===== src/rtl/hilo_muldiv_pkg.sv =====
// Shared definitions for the HI/LO multiply/divide unit: operation codes,
// FSM state encoding and the conditional two's-complement helpers.
package hilo_muldiv_pkg;

   localparam logic [2:0] MD_MULT  = 3'd0;
   localparam logic [2:0] MD_MULTU = 3'd1;
   localparam logic [2:0] MD_DIV   = 3'd2;
   localparam logic [2:0] MD_DIVU  = 3'd3;
   localparam logic [2:0] MD_MTHI  = 3'd4;
   localparam logic [2:0] MD_MTLO  = 3'd5;

   typedef enum logic [1:0] {
      ST_IDLE = 2'd0,
      ST_CALC = 2'd1,
      ST_SIGN = 2'd2
   } md_state_t;

   function automatic logic [31:0] neg32(input logic [31:0] v, input logic en);
      return en ? (~v + 32'd1) : v;
   endfunction

   function automatic logic [63:0] neg64(input logic [63:0] v, input logic en);
      return en ? (~v + 64'd1) : v;
   endfunction

endpackage


===== src/rtl/hilo_muldiv.sv =====
// Iterative 32-bit multiply/divide unit with architectural HI/LO registers.
// Signed ops run on magnitudes; the sign is restored in the final SIGN cycle.
module hilo_muldiv
   import hilo_muldiv_pkg::*;
(
   input  logic        clk,
   input  logic        rst_n,
   input  logic        Start,
   input  logic [2:0]  MDOp,
   input  logic [31:0] SrcA,
   input  logic [31:0] SrcB,
   output logic        Busy,
   output logic        Done,
   output logic [31:0] HI,
   output logic [31:0] LO
);

   md_state_t   r_state;
   md_state_t   w_state_next;
   logic [63:0] r_acc;
   logic [31:0] r_opb;
   logic [4:0]  r_cnt;
   logic        r_is_div;
   logic        r_neg_q;
   logic        r_neg_r;
   logic        r_done;
   logic [31:0] r_hi;
   logic [31:0] r_lo;

   logic        w_idle;
   logic        w_start_iter;
   logic        w_start_mt;
   logic        w_signed_op;
   logic        w_a_neg;
   logic        w_b_neg;
   logic [31:0] w_mag_a;
   logic [31:0] w_mag_b;
   logic [32:0] w_mul_sum;
   logic [63:0] w_mul_next;
   logic        w_div_ok;
   logic [31:0] w_div_diff;
   logic [63:0] w_div_next;
   logic [63:0] w_prod;
   logic [31:0] w_quo;
   logic [31:0] w_rem;

   assign w_idle       = (r_state == ST_IDLE);
   assign w_start_iter = Start && w_idle && !MDOp[2];
   assign w_start_mt   = Start && w_idle && ((MDOp == MD_MTHI) || (MDOp == MD_MTLO));
   assign w_signed_op  = (MDOp == MD_MULT) || (MDOp == MD_DIV);
   assign w_a_neg      = w_signed_op && SrcA[31];
   assign w_b_neg      = w_signed_op && SrcB[31];
   assign w_mag_a      = neg32(SrcA, w_a_neg);
   assign w_mag_b      = neg32(SrcB, w_b_neg);

   // Shift-add: multiplier sits in acc[31:0] and is consumed LSB first.
   assign w_mul_sum  = {1'b0, r_acc[63:32]} + (r_acc[0] ? {1'b0, r_opb} : 33'd0);
   assign w_mul_next = {w_mul_sum, r_acc[31:1]};

   // Restoring divide: the shifted remainder is 33 bits wide, but the
   // difference always fits in 32 bits whenever the subtraction is kept.
   assign w_div_ok   = (r_acc[63:31] >= {1'b0, r_opb});
   assign w_div_diff = r_acc[62:31] - r_opb;
   assign w_div_next = w_div_ok ? {w_div_diff, r_acc[30:0], 1'b1}
                                : {r_acc[62:0], 1'b0};

   assign w_prod = neg64(r_acc, r_neg_q);
   assign w_quo  = neg32(r_acc[31:0], r_neg_q);
   assign w_rem  = neg32(r_acc[63:32], r_neg_r);

   always_ff @(posedge clk or negedge rst_n) begin
      if (!rst_n) begin
         r_state <= ST_IDLE;
      end else begin
         r_state <= w_state_next;
      end
   end

   always_comb begin
      w_state_next = r_state;
      unique case (r_state)
         ST_IDLE: if (w_start_iter) w_state_next = ST_CALC;
         ST_CALC: if (r_cnt == 5'd0) w_state_next = ST_SIGN;
         ST_SIGN: w_state_next = ST_IDLE;
         default: w_state_next = ST_IDLE;
      endcase
   end

   always_comb begin
      Busy = (r_state != ST_IDLE);
      Done = r_done;
      HI   = r_hi;
      LO   = r_lo;
   end

   always_ff @(posedge clk or negedge rst_n) begin
      if (!rst_n) begin
         r_acc    <= 64'd0;
         r_opb    <= 32'd0;
         r_cnt    <= 5'd0;
         r_is_div <= 1'b0;
         r_neg_q  <= 1'b0;
         r_neg_r  <= 1'b0;
         r_done   <= 1'b0;
         r_hi     <= 32'd0;
         r_lo     <= 32'd0;
      end else begin
         r_done <= 1'b0;
         unique case (r_state)
            ST_IDLE: begin
               if (w_start_iter) begin
                  // High half cleared; low half carries the multiplier or dividend.
                  r_acc    <= {32'd0, w_mag_a};
                  r_opb    <= w_mag_b;
                  r_cnt    <= 5'd31;
                  r_is_div <= MDOp[1];
                  // A zero divisor must leave the all-ones quotient unnegated.
                  r_neg_q  <= (w_a_neg ^ w_b_neg) && (SrcB != 32'd0);
                  r_neg_r  <= w_a_neg;
               end else if (w_start_mt) begin
                  if (MDOp == MD_MTHI) r_hi <= SrcA;
                  else                 r_lo <= SrcA;
               end
            end
            ST_CALC: begin
               r_acc <= r_is_div ? w_div_next : w_mul_next;
               r_cnt <= r_cnt - 5'd1;
            end
            ST_SIGN: begin
               if (r_is_div) begin
                  r_hi <= w_rem;
                  r_lo <= w_quo;
               end else begin
                  r_hi <= w_prod[63:32];
                  r_lo <= w_prod[31:0];
               end
               r_done <= 1'b1;
            end
            default: ;
         endcase
      end
   end

endmodule


===== config.mk =====
export PLATFORM = sky130hd
export DESIGN_NAME = hilo_muldiv
export DESIGN_NICKNAME = d
export VERILOG_FILES = /design/src/rtl/hilo_muldiv_pkg.sv /design/src/rtl/hilo_muldiv.sv
export SDC_FILE = /design/constraint.sdc
export NUM_CORES = 1
export LEC_CHECK = 0
export ABC_CLOCK_PERIOD_IN_PS = 4000
export BUFFER_PORTS_ARGS = -buffer_cell sky130_fd_sc_hd__buf_2
export CORE_MARGIN = 3
export CORE_UTILIZATION = 61
export DETAILED_ROUTE_END_ITERATION = 7
export HOLD_SLACK_MARGIN = 0.1
export MAX_ROUTING_LAYER = met4
export PLACE_DENSITY = 0.82
export SLEW_MARGIN = 10
export SYNTH_ARGS = -nofsm -noshare
export SYNTH_HDL_FRONTEND = slang
export SYNTH_SLANG_ARGS = --single-unit

===== constraint.sdc =====
create_clock -name clk -period 4 [get_ports clk]
set_input_delay 0.6 -clock clk [delete_from_list [all_inputs] [get_ports clk]]
set_output_delay 0.6 -clock clk [all_outputs]
set_load 0.03 [all_outputs]

# Word level (Yosys, flattened, before mapping)
# Index checks and enable logic that the tools add are counted.
[totals] register_bits=171 input_bits=70 out_inout_bits=66 elab_cells=83
[classes] n_addsub=8 n_lt_le_gt_ge=1 eq_ne=11 n_mux=26 n_bitwise=6 reduce_logical=21
[ops] cell="$mux 32" n=13
[ops] cell="$mux 64" n=4
[ops] cell="$add 32x1->32 const B" n=4
[ops] cell="$not 32->32" n=4
[ops] cell="$pmux 32 s2" n=2
[ops] cell="$pmux 64 s2" n=1
[ops] cell="$add 64x1->64 const B" n=1
[ops] cell="$not 64->64" n=1
[ops] cell="$add 32x32->33" n=1
[ops] cell="$ge 33x32->1" n=1
[ops] cell="$reduce_bool 32->1" n=1
[ops] cell="$sub 32x32->32" n=1
[ops] cell="$pmux 5 s2" n=1
[ops] cell="$reduce_and 4->1" n=2
[ops] cell="$eq 3x3->1 const B" n=2
[ops] cell="$logic_and 1x1->1" n=6
[ops] cell="$ne 2x1->1 const B" n=3
[ops] cell="$ne 2x2->1 const B" n=3
[ops] cell="$reduce_and 2->1" n=3
[ops] cell="$reduce_bool 2->1" n=3
[ops] cell="$logic_not 5->1" n=1
[ops] cell="$mux 5" n=1
[ops] cell="$sub 5x1->5 const B" n=1
[ops] cell="$mux 2" n=2
[ops] cell="other kinds (10)" n=11

# Depth between registers and ports, before layout
[depth] ltp_word=6 mapped_depth=14 mapped_depth_nobuf=13

# Least setup slack after synthesis
# No wires, ideal clock.
[synth_timing] path_type="register to register" start="register r_acc[0]" end="register r_acc[59]" setup_ns=0.142 t_arrival_ns=2.974 required_ns=3.858 setup_slack_ns=0.884 path_stages_with_launch=14 path_buffers=1 synth_period_minus_slack_ns=3.116 path_cell_list="dfrtp_1 inv_1 clkbuf_1 nor2_1 ha_1 a21o_1 a21oi_1 a31oi_1 o41ai_1 o31a_1 o221a_2 nor2b_1 xor2_1 o221ai_1"
[synth_via] elab_chain_len=4
[synth_lines] element="from (decl)" line_no="hilo_muldiv.sv:20" rtl="logic [63:0] r_acc;"
[synth_lines] element="from (signal assigned)" line_no="hilo_muldiv.sv:113" rtl="r_acc <= {32'd0, w_mag_a};"
[synth_lines] element="from (signal assigned)" line_no="hilo_muldiv.sv:126" rtl="r_acc <= r_is_div ? w_div_next : w_mul_next;"
[synth_lines] element="$mux 32" line_no="hilo_muldiv.sv:57" rtl="assign w_mul_sum = {1'b0, r_acc[63:32]} + (r_acc[0] ? {1'b0, r_opb} : 33'd0);"
[synth_lines] element="$add 32x32->33" line_no="hilo_muldiv.sv:57"
[synth_lines] element="$mux 64" line_no="hilo_muldiv.sv:126"
[synth_lines] element="$pmux 64 s2" line_no="hilo_muldiv.sv:109" rtl="unique case (r_state)"
# Every way passes these cells.
# A chain may end at the register's enable or synchronous reset.

# Final worst setup path
[layout_timing] start="register r_acc[0]" end="register r_acc[58]"
# Same word-level chain as after synthesis.

==> flow_metrics.py <==
metrics = {
    "run_status": {
        "status": "finished clean",
    },
    "global_routing": {
        "grt_pass1_wl_microns": 77000,
        "overflow": 0,
        "antenna_found_initial": 0,
        "grt_max_degree": 86,
        "grt_pass1_vias": 13637,
        "track_usage": 0.391,
    },
    "logic_synthesis": {
        "ys_seq_area_frac": 0.299,
        "synth_top_flop_cell": "dfrtp_1",
        "ys_warn_count": 0,
        "synth_edf_count": 0,
        "syn_area_per_cell_sq_um": 7.87,
        "synth.distinct_cells": 78,
        "syn_nets": 1963,
        "synth_area_leaders": "dfrtp_1 30%, o21ai_0 6.7%, xnor2_1 6.2%",
        "syn_area_sq_um": 14300,
        "synthCells": 1821,
        "ys_ff_latch": 171,
        "async_flop_share": 1.00,
        "yosysTopAreaCell": "dfrtp_1",
        "synth_top_cell_area_share": 0.299,
    },
    "layout": {
        "final_cell_mix": "203 x nand2_1, 191 x o21ai_0, 170 x dfrtp_1",
        "layout-drive-gt1-share": 0.129,
        "syn_to_final_growth_pct": 11.5,
        "antenna_cells": 0,
        "fin_nets": 2053,
        "final_common_cell": "nand2_1",
    },
    "cts": {
        "clkTransAtPathRegs_ns": 0.08,
        "htreeDepth": 4,
        "cts_setup_buffers": 0,
        "root_buffer": "clkbuf_16",
        "cts_hold_buf": 0,
        "cts_buffers": 17,
        "clk_latency_ns": 0.44,
        "cts_sinks": 171,
        "clockBufferDepth": 2,
        "cts_resized": 0,
        "cts_tree": "yes",
    },
    "power_and_ir_drop": {
        "pwr-share-seq": 0.222,
        "vdd_drop_max_mv": 0.449,
        "p_comb_frac": 0.670,
        "intPower_w": 0.00754,
        "p_clk_frac": 0.108,
        "power.density_nw_per_um2": 1000,
        "switching_share": 0.529,
        "power.leakage_nw": 7.06,
        "power.switching_w": 0.00846,
    },
    "placement": {
        "hpwl_microns": 37800,
        "gp_congestion": 1.02,
        "portBuffers": 135,
    },
    "job": {
        "drv_cap": 0,
    },
    "timing": {
        "worst_slew_pin_slew_ns": 1.04,
        "holdWs_ns": 0.192,
        "hold_viol_final": 0,
        "skew_ns": 0.0162,
        "finalCritPeriodShare": 0.905,
        "finalSetupViolations": 0,
        "maxSlewViolCount": 0,
        "max_slew_margin": 0.304,
        "rsz0062_at_grt": "no",
        "timing.setup.tns_ns": 0,
        "max_freq_mhz": 276,
        "fin_crit_ns": 3.62,
    },
    "setup_path": {
        "r2r_slack_ns": 0.38,
        "start_kind": "register",
        "critical_path_class": "reg2reg",
        "r2r_cells": 13,
        "cp_max_fo": 20,
        "end_kind": "register",
        "cp.required_ns": 4.30,
        "cp.arrival_ns": 3.92,
    },
    "worst_hold_path": {
        "hp-class": "in2async",
    },
    "drt": {
        "drtAntennaViolNets": 0,
        "drt_iter0_markers": 1853,
        "viasPerCell": 6.58,
        "vias": 14725,
        "post_drt_wl_per_cell_microns": 22.2,
        "drcViolationCount": 0,
        "drt_pass1_iterations": 5,
        "totalWireLength_microns": 49600,
    },
    "floorplanning": {
        "initial_utilization": 0.627,
        "die_area_sq_um": 25400,
        "die_h_microns": 159,
        "die_w_microns": 159,
        "io_pins": 136,
        "core-area_sq_um": 22800,
        "num_rows": 55,
    },
}
[power groups by stage]
stage	clock network, W	registers [W]	logic, W
floorplan	0	0.00382	0.00704
global route	0.00179	0.00364	0.0115
CTS	0.00172	0.00351	0.0105
global placement	0	0.00351	0.0103
finish	0.00172	0.00356	0.0107
detailed placement	0	0.00354	0.0104
[layout make-up]
| class | instances | area (sq um) |
|---|---|---|
| Clock buffer | 17 | 425 |
| Clock inverter | 15 | 173 |
| Fill cell | 1932 | 6870 |
| Inverter | 74 | 278 |
| Multi-Input combinational cell | 1462 | 9350 |
| Sequential cell | 171 | 4280 |
| Tap cell | 313 | 392 |
| Timing Repair Buffer | 185 | 1080 |
[per-layer routing]
metal	GRT usage	share of wire	up-vias
met4	0.173	0.048	0
met1	0.508	0.40	6975
li1	-	-	6751
met5	-	0	-
met2	0.618	0.46	873
met3	0.0473	0.093	126
[stage by stage]
stage	area, sq um	instances	setup WS [ns]	total power (W)	util
after global routing	16000	2237	0.0532	0.0170	0.699
final	16000	2237	0.380	0.0160	0.699
after CTS	16000	2237	0.453	0.0157	0.699
after floorplan	14300	1821	0.884	0.0109	-
after global placement	15400	2205	0.537	0.0138	0.673
after detailed placement	15400	2205	0.473	0.0140	0.673
[sequential cells by signal, summed over array words and instances, names as in the netlist]
signal,flops
HI,32
r_state,2
r_neg_r,1
r_acc,64
r_neg_q,1
Done,1
LO,32
r_opb,32
r_cnt,5
r_is_div,1
[synth_stat cells, drive strengths merged (28+ instances only)]
| cell | count |
|---|---|
| a21o | 28 |
| a21oi | 141 |
| clkbuf | 102 |
| dfrtp | 171 |
| ha | 70 |
| inv | 73 |
| mux2i | 53 |
| nand2 | 203 |
| nor2 | 168 |
| nor3 | 34 |
| o211ai | 32 |
| o21ai | 195 |
| o31ai | 32 |
| xnor2 | 101 |
| xor2 | 63 |
[kinds of logic after synthesis]
group           after synthesis  synth area share
compound gates              594             0.259
mux                          54            0.0378
fa+ha+maj                    72            0.0639
xor+xnor                    164             0.100
buf+inv                     188            0.0498
flops                       171             0.299
simple gates                578             0.191
[critical path, cell delays in order (launching register included)]
cell     delay [ns]
dfrtp_1        0.45
inv_1          0.36
buf_4          0.31
nor2_1         0.08
ha_1           0.36
a211o_1        0.32
a21oi_1        0.17
a21oi_1        0.11
nor3_1         0.31
nor2_1         0.12
a41oi_1        0.45
o21ai_0        0.17
a21oi_1        0.16
a22oi_1        0.10
[path summary, 6_finish.rpt]
path | to | start
max | r_acc[58] | r_acc[0]
max reg2reg | r_acc[58] | r_acc[0]
min | LO[15] | rst_n
min reg2reg | LO[12] | LO[12]
max in group asynchronous | r_opb[19] | rst_n
min in group clk | r_is_div | MDOp[1]
Power figures use the tool's default switching activity.
